--- config.mk ---
export PLATFORM = sky130hd
export DESIGN_NAME = ic_event_fifo
export DESIGN_NICKNAME = d
export VERILOG_FILES = /design/src/rtl/ic_event_fifo_pkg.sv /design/src/rtl/ic_sync_fifo.sv /design/src/rtl/ic_event_fifo.sv
export SDC_FILE = /design/constraint.sdc
export NUM_CORES = 1
export LEC_CHECK = 0
export CAP_MARGIN = 10
export CORE_UTILIZATION = 55
export DETAILED_ROUTE_END_ITERATION = 8
export PLACE_DENSITY = 0.74
export SETUP_SLACK_MARGIN = 0.15
export SYNTH_ARGS = -nofsm -noshare
export SYNTH_HDL_FRONTEND = slang
export SYNTH_SLANG_ARGS = --single-unit
export TNS_END_PERCENT = 100
--- constraint.sdc ---
create_clock -name i_sysclk -period 8.24 [get_ports i_sysclk]
set_clock_uncertainty 0.1 [all_clocks]
set_input_delay 1.648 -clock i_sysclk [delete_from_list [all_inputs] [get_ports i_sysclk]]
set_output_delay 1.648 -clock i_sysclk [all_outputs]
set_load 0.02 [all_outputs]
--- src/rtl/ic_event_fifo_pkg.sv ---
`default_nettype none
// ============================================================================
// Package     : ic_pkg
// Description : Shared widths, event entry type and helpers for ic_event_fifo.
//               IC_DELTA_EN adds a delta field to the event entry.
// Revision    : 1.0 - initial release
// ============================================================================
package ic_pkg;

    localparam int TS_W   = 16;
    localparam int CNT_W  = 16;
    localparam int DROP_W = 8;

    typedef struct packed {
        logic [TS_W-1:0]  ts;
        logic [CNT_W-1:0] cnt;
`ifdef IC_DELTA_EN
        logic [TS_W-1:0]  delta;
`endif
    } ic_event_t;

    function automatic logic [DROP_W-1:0] sat_inc(input logic [DROP_W-1:0] v);
        return (&v) ? v : v + DROP_W'(1);
    endfunction

endpackage : ic_pkg
`default_nettype wire

--- src/rtl/ic_sync_fifo.sv ---
`default_nettype none
// ============================================================================
// Module      : ic_sync_fifo
// Description : Generic first-word-fall-through register FIFO with flush,
//               fill level (current and next) and full/empty flags.
// Revision    : 1.0 - initial release
// ============================================================================
module ic_sync_fifo #(
    parameter int  WIDTH = 32,
    parameter int  DEPTH = 8,
    localparam int PTR_W = $clog2(DEPTH),
    localparam int LVL_W = PTR_W + 1
) (
    input  logic             clk_i,
    input  logic             rst_ni,
    input  logic             clr_i,
    input  logic             push_i,
    input  logic [WIDTH-1:0] wdata_i,
    input  logic             pop_i,
    output logic [WIDTH-1:0] rdata_o,
    output logic             full_o,
    output logic             empty_o,
    output logic [LVL_W-1:0] level_o,
    output logic [LVL_W-1:0] level_nxt_o
);

    logic [WIDTH-1:0] mem_q [DEPTH];
    logic [PTR_W-1:0] wr_ptr_q, wr_ptr_d;
    logic [PTR_W-1:0] rd_ptr_q, rd_ptr_d;
    logic [LVL_W-1:0] level_q, level_d;
    logic [WIDTH-1:0] head_q, head_d;
    logic             full;
    logic             empty;
    logic             push_ok;
    logic             pop_ok;

    assign full    = (level_q == LVL_W'(DEPTH));
    assign empty   = (level_q == '0);
    assign pop_ok  = pop_i & ~empty & ~clr_i;
    // A full FIFO still accepts a push when the head leaves in the same cycle.
    assign push_ok = push_i & ~clr_i & (~full | pop_ok);

    always_comb begin
        wr_ptr_d = wr_ptr_q;
        rd_ptr_d = rd_ptr_q;
        level_d  = level_q;
        head_d   = head_q;
        if (clr_i) begin
            wr_ptr_d = '0;
            rd_ptr_d = '0;
            level_d  = '0;
        end else begin
            if (push_ok) begin
                wr_ptr_d = wr_ptr_q + PTR_W'(1);
            end
            if (pop_ok) begin
                rd_ptr_d = rd_ptr_q + PTR_W'(1);
            end
            if (push_ok && !pop_ok) begin
                level_d = level_q + LVL_W'(1);
            end else if (!push_ok && pop_ok) begin
                level_d = level_q - LVL_W'(1);
            end
            // The new head may be the word being written this cycle (bypass).
            if (level_d != '0) begin
                head_d = (push_ok && (wr_ptr_q == rd_ptr_d)) ? wdata_i : mem_q[rd_ptr_d];
            end
        end
    end

    always_ff @(posedge clk_i) begin
        if (push_ok) begin
            mem_q[wr_ptr_q] <= wdata_i;
        end
    end

    always_ff @(posedge clk_i or negedge rst_ni) begin
        if (!rst_ni) begin
            wr_ptr_q <= '0;
            rd_ptr_q <= '0;
            level_q  <= '0;
            head_q   <= '0;
        end else begin
            wr_ptr_q <= wr_ptr_d;
            rd_ptr_q <= rd_ptr_d;
            level_q  <= level_d;
            head_q   <= head_d;
        end
    end

    assign rdata_o     = head_q;
    assign full_o      = full;
    assign empty_o     = empty;
    assign level_o     = level_q;
    assign level_nxt_o = level_d;

endmodule : ic_sync_fifo
`default_nettype wire

--- src/rtl/ic_event_fifo.sv ---
`default_nettype none
// ============================================================================
// Module      : ic_event_fifo
// Description : Timestamps input-capture events and buffers them in a FWFT
//               FIFO with drop counting and a level/overflow interrupt.
//               Define IC_DELTA_EN to add the o_ev_delta output.
// Revision    : 1.0 - initial release
// ============================================================================
module ic_event_fifo
    import ic_pkg::*;
#(
    parameter int  DEPTH   = 8,
    parameter int  IRQ_LVL = 4,
    localparam int LVL_W   = $clog2(DEPTH) + 1
) (
    input  logic              i_sysclk,
    input  logic              i_sysrst_n,
    input  logic              i_clr,
    input  logic              i_ts_en,
    input  logic              i_ic_flg,
    input  logic [CNT_W-1:0]  i_cnt_data,
    output logic              o_ev_valid,
    input  logic              i_ev_ready,
    output logic [TS_W-1:0]   o_ev_ts,
    output logic [CNT_W-1:0]  o_ev_cnt,
`ifdef IC_DELTA_EN
    output logic [TS_W-1:0]   o_ev_delta,
`endif
    output logic [LVL_W-1:0]  o_level,
    output logic              o_ovf,
    output logic [DROP_W-1:0] o_drop_cnt,
    input  logic              i_ovf_clr,
    output logic              o_irq
);

    logic [TS_W-1:0]   ts_q, ts_d;
    logic              ovf_q, ovf_d;
    logic [DROP_W-1:0] drop_cnt_q, drop_cnt_d;
    logic              irq_q, irq_d;

    ic_event_t         wr_ev;
    ic_event_t         rd_ev;
    logic              fifo_full;
    logic              fifo_empty;
    logic [LVL_W-1:0]  level;
    logic [LVL_W-1:0]  level_nxt;
    logic              pop_req;
    logic              drop;

    assign pop_req = ~fifo_empty & i_ev_ready;
    assign drop    = i_ic_flg & fifo_full & ~pop_req & ~i_clr;

    always_comb begin
        ts_d = ts_q;
        if (i_clr) begin
            ts_d = '0;
        end else if (i_ts_en) begin
            ts_d = ts_q + TS_W'(1);
        end
    end

`ifdef IC_DELTA_EN
    logic [TS_W-1:0] prev_ts_q, prev_ts_d;
    logic            have_prev_q, have_prev_d;
    logic            push_ok;

    // Only accepted events advance the delta reference; drops leave it alone.
    assign push_ok = i_ic_flg & ~i_clr & (~fifo_full | pop_req);

    always_comb begin
        prev_ts_d   = prev_ts_q;
        have_prev_d = have_prev_q;
        if (i_clr) begin
            prev_ts_d   = '0;
            have_prev_d = 1'b0;
        end else if (push_ok) begin
            prev_ts_d   = ts_q;
            have_prev_d = 1'b1;
        end
    end

    always_ff @(posedge i_sysclk or negedge i_sysrst_n) begin
        if (!i_sysrst_n) begin
            prev_ts_q   <= '0;
            have_prev_q <= 1'b0;
        end else begin
            prev_ts_q   <= prev_ts_d;
            have_prev_q <= have_prev_d;
        end
    end
`endif

    always_comb begin
        wr_ev     = '0;
        wr_ev.ts  = ts_q;
        wr_ev.cnt = i_cnt_data;
`ifdef IC_DELTA_EN
        wr_ev.delta = have_prev_q ? (ts_q - prev_ts_q) : '0;
`endif
    end

    ic_sync_fifo #(
        .WIDTH ($bits(ic_event_t)),
        .DEPTH (DEPTH)
    ) u_fifo (
        .clk_i       (i_sysclk),
        .rst_ni      (i_sysrst_n),
        .clr_i       (i_clr),
        .push_i      (i_ic_flg),
        .wdata_i     (wr_ev),
        .pop_i       (i_ev_ready),
        .rdata_o     (rd_ev),
        .full_o      (fifo_full),
        .empty_o     (fifo_empty),
        .level_o     (level),
        .level_nxt_o (level_nxt)
    );

    // A drop in the same cycle as i_ovf_clr restarts the count at one.
    always_comb begin
        ovf_d      = ovf_q;
        drop_cnt_d = drop_cnt_q;
        if (i_clr) begin
            ovf_d      = 1'b0;
            drop_cnt_d = '0;
        end else if (drop) begin
            ovf_d      = 1'b1;
            drop_cnt_d = i_ovf_clr ? DROP_W'(1) : sat_inc(drop_cnt_q);
        end else if (i_ovf_clr) begin
            ovf_d      = 1'b0;
            drop_cnt_d = '0;
        end
        irq_d = ~i_clr & ((level_nxt >= LVL_W'(IRQ_LVL)) | ovf_d);
    end

    always_ff @(posedge i_sysclk or negedge i_sysrst_n) begin
        if (!i_sysrst_n) begin
            ts_q       <= '0;
            ovf_q      <= 1'b0;
            drop_cnt_q <= '0;
            irq_q      <= 1'b0;
        end else begin
            ts_q       <= ts_d;
            ovf_q      <= ovf_d;
            drop_cnt_q <= drop_cnt_d;
            irq_q      <= irq_d;
        end
    end

    assign o_ev_valid = ~fifo_empty;
    assign o_ev_ts    = rd_ev.ts;
    assign o_ev_cnt   = rd_ev.cnt;
`ifdef IC_DELTA_EN
    assign o_ev_delta = rd_ev.delta;
`endif
    assign o_level    = level;
    assign o_ovf      = ovf_q;
    assign o_drop_cnt = drop_cnt_q;
    assign o_irq      = irq_q;

endmodule : ic_event_fifo
`default_nettype wire

# After elaboration in Yosys (flattened, before gate mapping)
# Memories as Yosys holds them, arrays and structs flattened. A register that Yosys moved wholly into a read port is not among the register bits.
# Index checks and enable logic that the tools add are counted.
# word_totals
regBits	36
ram_bits	256
input_bits	23
output_inout_bits	47
n_memories	1
# mem_list
name	words	width	read_ports	rd_ports_with_merged_regs	write_ports	line_no	source
u_fifo.mem_q	8	32	1	1	1	ic_sync_fifo.sv:27	logic [WIDTH-1:0] mem_q [DEPTH];
# classes
add_sub_neg	6
n_lt_le_gt_ge	1
eq_ne	2
n_mux	21
bitwise	14
n_reduce_logical	13
# op_table
cell	count
8-bit two-way mux	5
16-bit two-way mux	2
16-bit by 1-bit adder with 16-bit output, second input constant	1
4-bit two-way mux	4
3-bit two-way mux	5
8-bit by 1-bit adder with 8-bit output, second input constant	1
1-bit AND	8
8-bit AND reduction	1
3-bit by 1-bit adder with 3-bit output, second input constant	2
1-bit two-way mux	5
4-bit by 1-bit adder with 4-bit output, second input constant	1
4-bit == test, second input constant	1
4-bit by 3-bit greater-or-equal comparator with 1-bit output, second input constant	1
4-bit zero test	1
1-bit inverter	4
2-bit AND reduction	2
2-bit nonzero test	2
4-bit nonzero test	1
4-bit by 1-bit subtractor with 4-bit output, second input constant	1
1-bit zero test	3
3-bit != test, second input constant	1
3-bit nonzero test	1
1-bit logical AND	2
1-bit OR	2

# Depth between registers and ports, before layout
# Gate-level depths: netlist (run 1).
# logic_depth
depth_word	15
ltp_mapped	12

# Cells and area by module
# Synthesis (run 1) repeated with hierarchy kept, for this count alone.
# hier_totals
hier_cells	1117
hier_area_um2	16306.9
# modules_own_cells
mod	n_inst	cells_each	area_per_inst_um2	seq_area_each_um2
ic_sync_fifo	1	978	14980.6	8738.4
ic_event_fifo	1	139	1326.3	650.6

# Least setup slack after synthesis (run 1)
# OpenSTA, ideal clock, no wires.
# synth_path
path_kind	input to register
from	in i_clr
to	mem u_fifo.mem_q[0][0] (enable)
arrival_time_ns	5.130
setup_slack_ns	2.508
stages	4
cell_sequence	buf_6 inv_1 nand3_1 nor4_1
# synth_via
elab_chain_cells	6
elab_cells_between_ends	7
classes_between	mux (2); bitwise (5)
# synth_rtl
element	line_no	source
start: declaration	ic_event_fifo.sv:18	input logic i_clr,
1-bit inverter (no source line) (*)	n/a	
1-bit AND	ic_sync_fifo.sv:39	assign pop_ok = pop_i & ~empty & ~clr_i;
1-bit OR	ic_sync_fifo.sv:41	assign push_ok = push_i & ~clr_i & (~full | pop_ok);
1-bit AND (*)	ic_sync_fifo.sv:41	
1-bit two-way mux (*)	ic_sync_fifo.sv:72	if (push_ok) begin
1-bit two-way mux (implied by the code) (*)	ic_sync_fifo.sv:73	mem_q[wr_ptr_q] <= wdata_i;
end: declaration	ic_sync_fifo.sv:27	
# Every way passes the cells marked *; elsewhere a longest branch is shown, timed or not.

# Worst setup path after layout (run 1)
# layout_path
from	in i_clr
to	reg u_fifo.head_q[10], in the netlist u_fifo.rdata_o[10], read port of u_fifo.mem_q
# layout_via
elab_chain_cells	11
elab_cells_between_ends	16
classes_between	mux (5); bitwise (5); reduce/logical (6)
# layout_rtl
element	line_no	source
1-bit inverter (no source line) (*)	n/a	
1-bit AND	ic_sync_fifo.sv:39	
1-bit OR	ic_sync_fifo.sv:41	
1-bit AND	ic_sync_fifo.sv:41	
1-bit zero test	ic_sync_fifo.sv:61	end else if (!push_ok && pop_ok) begin
1-bit logical AND	ic_sync_fifo.sv:61	
4-bit two-way mux	ic_sync_fifo.sv:61	
4-bit two-way mux	ic_sync_fifo.sv:59	if (push_ok && !pop_ok) begin
4-bit two-way mux	ic_sync_fifo.sv:48	if (clr_i) begin
4-bit nonzero test	ic_sync_fifo.sv:65	if (level_d != '0) begin
2-bit AND reduction (no source line)	n/a	
end: declaration	ic_sync_fifo.sv:31	logic [WIDTH-1:0] head_q, head_d;
# Every way passes the cells marked *; elsewhere a longest branch is shown, timed or not. The select of a mux whose other input is x is not followed.
# A chain may end at the register's enable or synchronous reset.

==> results of run 1 <==
==> stage by stage <==
stage / setup WS, ns / cells
final: 3.77 / 1388
after global routing: 3.61 / 1388
after CTS: 3.78 / 1388
after detailed placement: 3.26 / 1325
after global placement: 3.29 / 1325
after floorplan: 2.51 / 933
==> cell type report <==
cell class              count  area (sq um)
inverters                   7          26.3
clock inverters            12           108
multi-input cells         534          5750
well taps                 372           465
fillers                  1912          9570
clock buffers              51          1030
repair buffers             88           831
flip-flops and latches    324          9400
==> state kept, by name, indices dropped and copies added, names as in the netlist <==
name / count
u_fifo.level_o: 4
o_ovf: 1
u_fifo.rd_ptr_q: 3
ts_q: 16
o_irq: 1
o_drop_cnt: 8
u_fifo.rdata_o: 32
u_fifo.mem_q: 256
u_fifo.wr_ptr_q: 3
==> path summary, 6_finish.rpt <==
path / depth (start not counted) / startpoint / end
setup / recovery: 9 / i_clr / u_fifo.rdata_o[10]$_DFFE_PN0P_
hold / removal: 1 / u_fifo.rdata_o[0]$_DFFE_PN0P_ / u_fifo.rdata_o[0]$_DFFE_PN0P_
setup reg to reg: 7 / u_fifo.rd_ptr_q[1]$_DFF_PN0_ / u_fifo.rdata_o[27]$_DFFE_PN0P_
hold reg to reg: 1 / u_fifo.rdata_o[0]$_DFFE_PN0P_ / u_fifo.rdata_o[0]$_DFFE_PN0P_
max in group asynchronous: 2 / i_sysrst_n / u_fifo.rd_ptr_q[1]$_DFF_PN0_
min in group asynchronous: 1 / i_sysrst_n / u_fifo.rdata_o[6]$_DFFE_PN0P_
==> cell usage in the layout (no fill, tap or decap), drive strengths merged, types with 2 or more instances in the layout <==
master / instances
edfxtp: 256
mux4: 125
nand2: 115
clkdlybuf4s50: 68
dfrtp: 68
mux2: 67
clkbuf: 51
nor2: 38
a21oi: 36
a32oi: 30
buf: 20
xor2: 20
nand3: 13
nor3: 12
clkinv: 10
xnor2: 8
mux2i: 8
nand4: 7
inv: 7
o21ai: 6
and3: 6
ha: 6
nor2b: 4
nand2b: 4
and4: 4
a22oi: 3
or3b: 2
a31oi: 2
bufinv: 2
nor3b: 2
a211oi: 2
and2: 2
==> where the power goes <==
part	internal, W	switching (W)	total, W	leakage [nW]
Clock	0.000928	0.000613	0.00154	0.565
Sequential	0.00186	0.0000849	0.00195	3.19
Combinational	0.000416	0.000366	0.000782	2.12
==> cell families (layout without fill, tap and decap cells) <==
kind of cell               count (synthesis)  in the layout  share of synthesized area (%)
DFF                                      324            324                           61.1
xor gates and xnor gates                  29             29                           1.75
adders and majority gates                  6              6                          0.488
AOI/OAI and AO/OA                         85             85                           3.84
buffers and inverters                     75            158                           2.13
muxes                                    200            200                           24.5
and+or+nand+nor                          214            214                           6.22
==> layer usage <==
metal	track usage (%)	wire (um)	part of all wire (%)
met4	6.66	687	2.0
met2	41.2	17000	51
met5	0	0	0
met3	3.57	2040	6.1
met1	33.6	13900	41
==> results by group, run 1 <==
Worst setup path
  • CP Capture Type: register
  • CP peak stage delay: 0.66 ns
  • Critical path's top delay family: buffers and inverters
  • Flop-to-flop setup slack: 4.35 ns
  • CP Data Arrival Time: between 4 and 5 ns
  • Crit-path most repeated cell: buf_4
  • CP bufs+invs: 3
  • Crit-path max FO: 66
  • CP max stage cell: buf_4
  • Data required, critical path: around 8.5 ns
  • Critical-path cell list: clkdlybuf4s50_1, buf_4, nor2b_1, and2_2, buf_4, mux4_2, a31oi_1, mux2i_1, mux2_4
  • CP Launch Type: input pin
  • WS Path Type: in -> reg

Timing
  • Final setup TNS: 0 ns
  • RSZ-0062 raised after global routing: false
  • Final hold vios: 0
  • Worst Tran Pin Value: 1.05 ns
  • F_max: around 220 MHz
  • Max-slew violations: 0
  • Final setup fails: 0
  • Worst slew margin: 29.7%
  • Worst hold slack: 0.411 ns
  • Period utilisation layout: 54.3%
  • Tmin final: 4.47 ns

Die
  • Die X-Extent: 169 um
  • Row count: 60
  • Core Region: 27200 sq um
  • Initial core utilization: 56.6%
  • IO Pins: 70
  • DIE AREA: ~29000 sq um
  • Die H: 169 um

Placed design
  • Placer Congestion: 0.778
  • DP HPWL: 17.5 mm
  • I/O Buffers: 69
  • Cell Area, Placed: about 16000 sq um

Pwr
  • PwrDens: 243 nW/um^2
  • Overall power: 0.00427 W
  • VDD IR-drop max: ~0.00019 V
  • Leakage power: 5.87 nW

Routing
  • Drt pass-1 iters: 5
  • Drt first-iter violations: 746
  • Avg WL per Cell: 24.3 um
  • DRC: 0
  • Number of routed nets with antenna violations: 0
  • Via count: 8919
  • Final wirelength: 33.7 mm
  • Routed vias/inst: 6.43

Finish
  • Final #Nets: 1019
  • Layout cells sized above 1: 27.9%
  • Final design utilization: about 65%
  • Final instance area: roughly 18000 sq um
  • Layout area overhead: 14.5%
  • Ant. Diodes: 0

Yosys
  • Top cells by count, synth: edfxtp_1 (256), mux4_2 (125), nand2_1 (115)
  • Biggest area consumer among synthesized cells: edfxtp_1
  • Ys async rst share: 21.0%
  • Largest cells by area after synthesis: edfxtp_1 (50%), mux4_2 (18%), dfrtp_1 (11%)
  • Synthesis Warnings: 0
  • Synthesized area: between 15000 and 20000 sq um
  • Synth Flop Type: edfxtp_1
  • Seq/Total Area, Yosys: 61.1%
  • Syn Area/Cell: around 16 sq um
  • Synthesized flop and latch total: ~320
  • Syn Inst Count: 933
  • Area share of the leading cell type in the synthesized netlist: 50.0%
  • Most common cell in the netlist: edfxtp_1
  • Synthesized Nets: 962
  • EDFF count, synth: 256
  • Distinct cells, synth: 49

GRT
  • Initial antenna violation count: 0
  • Vias in the first global route: 9019
  • Grt ovf: 0
  • First-pass GRT wire length: 52.0 mm
  • GRT Total Usage: 24.4%
  • Pin count of the biggest net entering global routing: 70

Outcome
  • Status: complete, no violations

Clock tree
  • Max clock buf depth: 3
  • Clk sink count: roughly 320
  • H-Tree Depth: 2
  • Clk root buf: clkbuf_16
  • TritonCTS clock tree: yes
  • Post-CTS Setup Bufs: 0
  • Post-cts gate resize count: 0
  • Clock transition at path regs: 0.06 ns
  • Worst-skew pair later-pin latency: ~0.51 ns
  • CTS Buf Count: 35
  • CTS hold repair buffers: 0

Hold path
  • Hold crit path type: reg -> reg

Job
  • Max-Cap Viols: 0
Note: power is estimated with default switching activity, not from simulation.
==> run 2, diff against run 1 <==
Settings changed: PLACE_DENSITY 0.74 to 0.76.
Clock period 8.24 ns to 4.11 ns, I/O delays scaled along.
==> results by group, run 2 (synthesis gave the netlist of run 1 again) <==
Finish
  • Biggest register: u_fifo.mem_q (unchanged)
  • Final #Nets: 1033 (was 1019)
  • Most frequent cells in the layout: edfxtp_1 (256), mux4_2 (125), nand2_1 (114), clkdlybuf4s50_1 (68), dfrtp_1 (65) (unchanged)
  • Commonest non-fill, non-tap cell in the layout: edfxtp_1 (unchanged)
  • Layout cells sized above 1: 28.6% (was 27.9%)
  • Final instance area: 17800 sq um (was 17600 sq um)
  • Layout area overhead: 15.8% (was 14.5%)
  • Ant. Diodes: 0 (unchanged)
  • Number of flip-flops in the largest register: 256 (unchanged)

Worst setup path
  • CP max stage cell: clkdlybuf4s50_1 (was buf_4)
  • Crit-path max FO: 36 (was 66)
  • CP Launch Type: input pin (unchanged)
  • CP Data Arrival Time: 3.58 ns (was 4.76 ns)
  • CP Capture Type: register (unchanged)
  • CP peak stage delay: 0.60 ns (was 0.66 ns)
  • Data required, critical path: 4.45 ns (was 8.53 ns)
  • WS Path Type: in -> reg (unchanged)
  • Worst R2R Path Depth: 9 (was 7)
  • Critical-path cell list: clkdlybuf4s50_1, nor2b_1, and2_2, buf_4, nand2_1, a32o_1, mux2i_1, mux2_4 (was clkdlybuf4s50_1, buf_4, nor2b_1, and2_2, buf_4, mux4_2, a31oi_1, mux2i_1, mux2_4)

Clock tree
  • Clock transition at path regs: 0.06 ns (about the same)
  • Clk sink count: 324 (unchanged)
  • Worst-skew pair later-pin latency: 0.52 ns (was 0.51 ns)
  • H-Tree Depth: 2 (unchanged)
  • CTS Buf Count: 36 (was 35)
  • Max clock buf depth: 3 (unchanged)
  • Clk root buf: clkbuf_16 (unchanged)
  • Post-CTS Setup Bufs: 0 (unchanged)
  • CTS hold repair buffers: 0 (unchanged)
  • Post-cts gate resize count: 0 (unchanged)
  • TritonCTS clock tree: yes (unchanged)

GRT
  • Vias in the first global route: 9411 (was 9019)
  • Initial antenna violation count: 0 (unchanged)
  • Pin count of the biggest net entering global routing: 70 (unchanged)
  • First-pass GRT wire length: 53.9 mm (was 52.0 mm)
  • Grt ovf: 0 (unchanged)
  • GRT Total Usage: 25.2% (was 24.4%)

Timing
  • Final setup fails: 0 (unchanged)
  • F_max: 309 MHz
  • Worst slew margin: 32.7% (was 29.7%)
  • Tmin final: between 3 and 4 ns
  • Final setup TNS: 0 ns (unchanged)
  • Worst Tran Pin Value: 1.01 ns (was 1.05 ns)
  • Max-slew violations: 0 (unchanged)
  • Final hold vios: 0 (unchanged)
  • RSZ-0062 raised after global routing: false (unchanged)
  • Period utilisation layout: 78.8%

Placed design
  • I/O Buffers: 69 (unchanged)
  • Cell Area, Placed: 16700 sq um (was 16500 sq um)
  • DP HPWL: 18.9 mm (was 17.5 mm)
  • Placer Congestion: 0.771 (was 0.778)

Pwr
  • Leakage power: 5.94 nW (was 5.87 nW)
  • VDD IR-drop max: 0.000334 V (was 0.000186 V)
  • PwrDens: 479 nW/um^2 (was 243 nW/um^2)
  • Overall power: 0.00852 W (was 0.00427 W)

Die
  • Core Region: 27200 sq um (unchanged)
  • Initial core utilization: 56.6% (unchanged)
  • Row count: 60 (unchanged)
  • Die X-Extent: 169 um (unchanged)
  • DIE AREA: 28600 sq um (unchanged)
  • Die H: 169 um (unchanged)
  • IO Pins: 70 (unchanged)

Hold path
  • Hold crit path type: in -> async (was reg -> reg)

Routing
  • DRC: 0 (unchanged)
  • Final wirelength: 34.4 mm (was 33.7 mm)
  • Drt pass-1 iters: 5 (unchanged)
  • Number of routed nets with antenna violations: 0 (unchanged)
  • Avg WL per Cell: 24.5 um (was 24.3 um)
  • Routed vias/inst: 6.41 (was 6.43)
  • Via count: 8983 (was 8919)
  • Drt first-iter violations: 614 (was 746)

Job
  • Max-Cap Viols: 0 (unchanged)

Outcome
  • Status: complete, no violations (unchanged)
-- run 2: worst paths after layout --
kind                                                start                        endpoint  slack [ns]
max                                            i_ev_ready  u_fifo.rdata_o[26]$_DFFE_PN0P_        0.87
min                                            i_sysrst_n   u_fifo.rdata_o[6]$_DFFE_PN0P_        0.35
max reg2reg                   u_fifo.level_o[0]$_DFF_PN0_   u_fifo.rdata_o[9]$_DFFE_PN0P_        1.10
min reg2reg                u_fifo.rdata_o[30]$_DFFE_PN0P_  u_fifo.rdata_o[30]$_DFFE_PN0P_        0.41
max in group asynchronous                      i_sysrst_n    u_fifo.rd_ptr_q[1]$_DFF_PN0_        2.77
min in group i_sysclk      u_fifo.rdata_o[30]$_DFFE_PN0P_  u_fifo.rdata_o[30]$_DFFE_PN0P_        0.41
-- run 2: final cells by class --
class,instances,area [sq um]
flip-flops and latches,324,9400
clock buffers,43,948
repair buffers,101,1050
inverters,7,26.3
well taps,372,465
clock inverters,20,154
multi-input cells,534,5760
fillers,1876,9380
-- run 2: report_power, final --
part	internal (W)	switching, W	leakage (nW)
registers	0.00374	0.000156	3.19
clock network	0.00177	0.00125	0.544
logic	0.000849	0.000753	2.21
total	0.00636	0.00216	5.94
-- run 2: worst max-delay path, delay by kind of cell --
family | cells | cell delay (ns)
buf+inv | 2 | 1.02
simple gates | 3 | 0.91
mux | 2 | 0.53
compound gates | 1 | 0.27
-- run 2: per-stage QoR --
stage | std cells | hold slack (ns) | setup slack (ns) | utilization, %
after detailed placement | 1338 | 0.392 | 0.366 | 61.4
final | 1401 | 0.353 | 0.872 | 65.5
after floorplan | 933 | 0.426 | 0.0342 | -
after global routing | 1401 | 0.427 | 0.693 | 65.5
after global placement | 1338 | 0.396 | 0.423 | 61.4
after CTS | 1401 | 0.412 | 0.893 | 65.5
-- run 2: metal layers --
layer	global-route usage, %	wire length, um	vias to the layer above
met3	3.31	2120	78
met2	42.2	17500	353
met5	0	0	-
met1	34.2	13800	4690
met4	9.01	945	0
li1	-	-	3862
==> patch (settings of run 2) <==
Put a register stage on the output `o_ev_cnt`, cleared by the reset. The value now appears one clock later. The other outputs are not delayed to match.
--- a/src/rtl/ic_event_fifo.sv
+++ b/src/rtl/ic_event_fifo.sv
@@ -151,3 +151,9 @@
     assign o_ev_ts    = rd_ev.ts;
-    assign o_ev_cnt   = rd_ev.cnt;
+    always_ff @(posedge i_sysclk or negedge i_sysrst_n) begin
+        if (!i_sysrst_n) begin
+            o_ev_cnt <= '0;
+        end else begin
+            o_ev_cnt <= rd_ev.cnt;
+        end
+    end
 `ifdef IC_DELTA_EN
Formal check against the unedited RTL: not equivalent (a bounded check fails within 4 cycles, from zero or initial values and one cycle with i_sysrst_n low).
==> patch against run 2 <==
Wire length up 0.74%. Area after synthesis grew 5.5%. Fmax shrank 13%. Largest cell class unchanged. Final area up 4.0%. Sequential cell count is 16 higher. Worst setup slack got worse by 500 ps. Synthesized cell count shrank 8.3%. Die area grew 5.4%. Power is 11% higher. Critical path depth decreased by 2. Critical endpoint is now o_ev_valid. Core utilization down 1.3 points.
==> patch: results (changes against run 2) <==
synthDistinctLibCells: 59  # was 49
cts_buffers: 37  # was 36
syn_nets: 885  # was 962
ys_warn_count: 0  # unchanged
synth.area.top_cells: "edfxtp_1, dfrtp_1, mux4_1"  # was edfxtp_1, mux4_2, dfrtp_1
num_vias: 8755  # was 8,983
cpPeakStageDelay_ps: 640  # was 600 ps
post_cts_resized: 0  # unchanged
maxSlewHeadroom_pct: 35.6  # was 32.7%
grt_start_max_net_pins: 68  # was 70
top_register: "u_fifo.mem_q"  # unchanged
grt_antenna_before_repair: 1  # was 0
first_global_vias: 8943  # was 9,411
nets: 956  # was 1,033
netlist_top_cells_count: "edfxtp_1, dfrtp_1, mux4_2"  # was edfxtp_1, mux4_2, nand2_1
cp_top_family: "buffers and inverters"  # unchanged
post_cts_buffers: 0  # unchanged
finalHoldViolations: 0  # unchanged
grt_usage_pct: 23.7  # was 25.2%
place_ws_ps: 345  # was 366 ps
dr.pass1.iters: 5  # unchanged
ctsHtreeMaxLevel: 2  # unchanged
final_layout_size_suffix_gt1_share_pct: 26.0  # was 28.6%
insertion_delay_ps: 520  # about the same
critPathMaxFanout: 12  # was 36
power.leakage_nw: 6.43  # was 5.94 nW
clockRootBuffer: "clkbuf_16"  # unchanged
cpMaxStageDelayCell: "nor3b_2"  # was clkdlybuf4s50_1
largest_reg_flops: 256  # unchanged
worst-endpoint-arrival_ps: 2810  # was 3580 ps
status: "finished, final reports clean"  # unchanged
drt_iter0_markers: 784  # was 614
place.gp.congestion: 0.824  # was 0.771
clkSlewWorstSetupHoldPaths_ps: 60  # about the same
n_antenna_cell: 0  # unchanged
seq_area_frac_synth_pct: 60.4  # was 61.1%
vdd_ir_drop_max_uv: 281  # was 334 µV
min_path_type: "flop to flop"  # was input pin to asynchronous set/reset pin
wl_per_cell_um: 25.8  # was 24.5 µm
clockBufferDepth: 3  # unchanged
grt_pass1_wl_um: 53400  # was 53,900 µm
dpl.hpwl_um: 19800  # was 18,900 µm
ys_async_sr_fraction_pct: 24.7  # was 21.0%
## patch: cell families (layout without fill, tap and decap cells)
logic type / count (synthesis) / count (layout) / share of synthesized area, %
adders and majority gates: 6 / 6 / 0.463
DFF: 340 / 340 / 60.4
muxes: 225 / 225 / 28.5
and+or+nand+nor: 131 / 131 / 4.18
xor gates and xnor gates: 28 / 28 / 1.51
buffers and inverters: 86 / 185 / 3.10
AOI/OAI and AO/OA: 40 / 40 / 1.84
## patch: final timing paths
| check | startpoint | to | slack [ps] | cells after the start |
|---|---|---|---|---|
| worst max register to register | u_fifo.level_o[0]$_DFF_PN0_ | u_fifo.rdata_o[10]$_DFFE_PN0P_ | 620 | 9 |
| max in group asynchronous | i_sysrst_n | ts_q[3]$_DFFE_PN0P_ | 2670 | 2 |
| worst max-delay path | u_fifo.level_o[0]$_DFF_PN0_ | o_ev_valid | 380 | 6 |
| min in group asynchronous | i_sysrst_n | o_ev_cnt[9]$_DFF_PN0_ | 360 | 1 |
| worst min-delay path | u_fifo.rdata_o[4]$_DFFE_PN0P_ | o_ev_cnt[4]$_DFF_PN0_ | 280 | 0 |
| worst min register to register | u_fifo.rdata_o[4]$_DFFE_PN0P_ | o_ev_cnt[4]$_DFF_PN0_ | 280 | 0 |
## patch: final cells by class
cell class                      instances  area [µm²]
Clock inverter                         15         110
Multi-Input combinational cell        430        6010
Sequential cell                       340        9800
Fill cell                            1954       10300
Clock buffer                           52        1030
Inverter                               13        48.8
Tap cell                              384         480
Timing Repair Buffer                  105        1030
## patch: power by group
part / total [mW] / internal, mW / switching [mW]
Clock: 3.13 / 1.83 / 1.30
Sequential: 4.18 / 3.98 / 0.203
Combinational: 2.11 / 1.17 / 0.944
Total: 9.43 / 6.98 / 2.45
## patch: stage by stage
step / std cells / instance area [µm²] / util, %
finish: 1339 / 18500 / 64.2
global route: 1339 / 18500 / 64.2
CTS: 1339 / 18500 / 64.2
detailed placement: 1272 / 17400 / 60.2
global placement: 1272 / 17400 / 60.2
floorplan: 856 / 16200 / -
## patch: per-layer routing
| metal | routed length (µm) | vias to the layer above | track usage, % |
|---|---|---|---|
| met5 | 12 | - | 0 |
| met4 | 606 | 2 | 6.03 |
| met3 | 2530 | 59 | 3.93 |
| met2 | 16900 | 392 | 38.3 |
| met1 | 14500 | 4624 | 33.9 |
| li1 | - | 3678 | - |
## patch: worst reg2reg max path, stage by stage (launching register included)
cell and delay [ps]:
dfrtp_1 450, inv_1 90, ha_1 240, nor3b_2 640, inv_1 160, nand2_2 120
buf_4 440, mux4_2 610, mux2_2 280, mux2_4 260
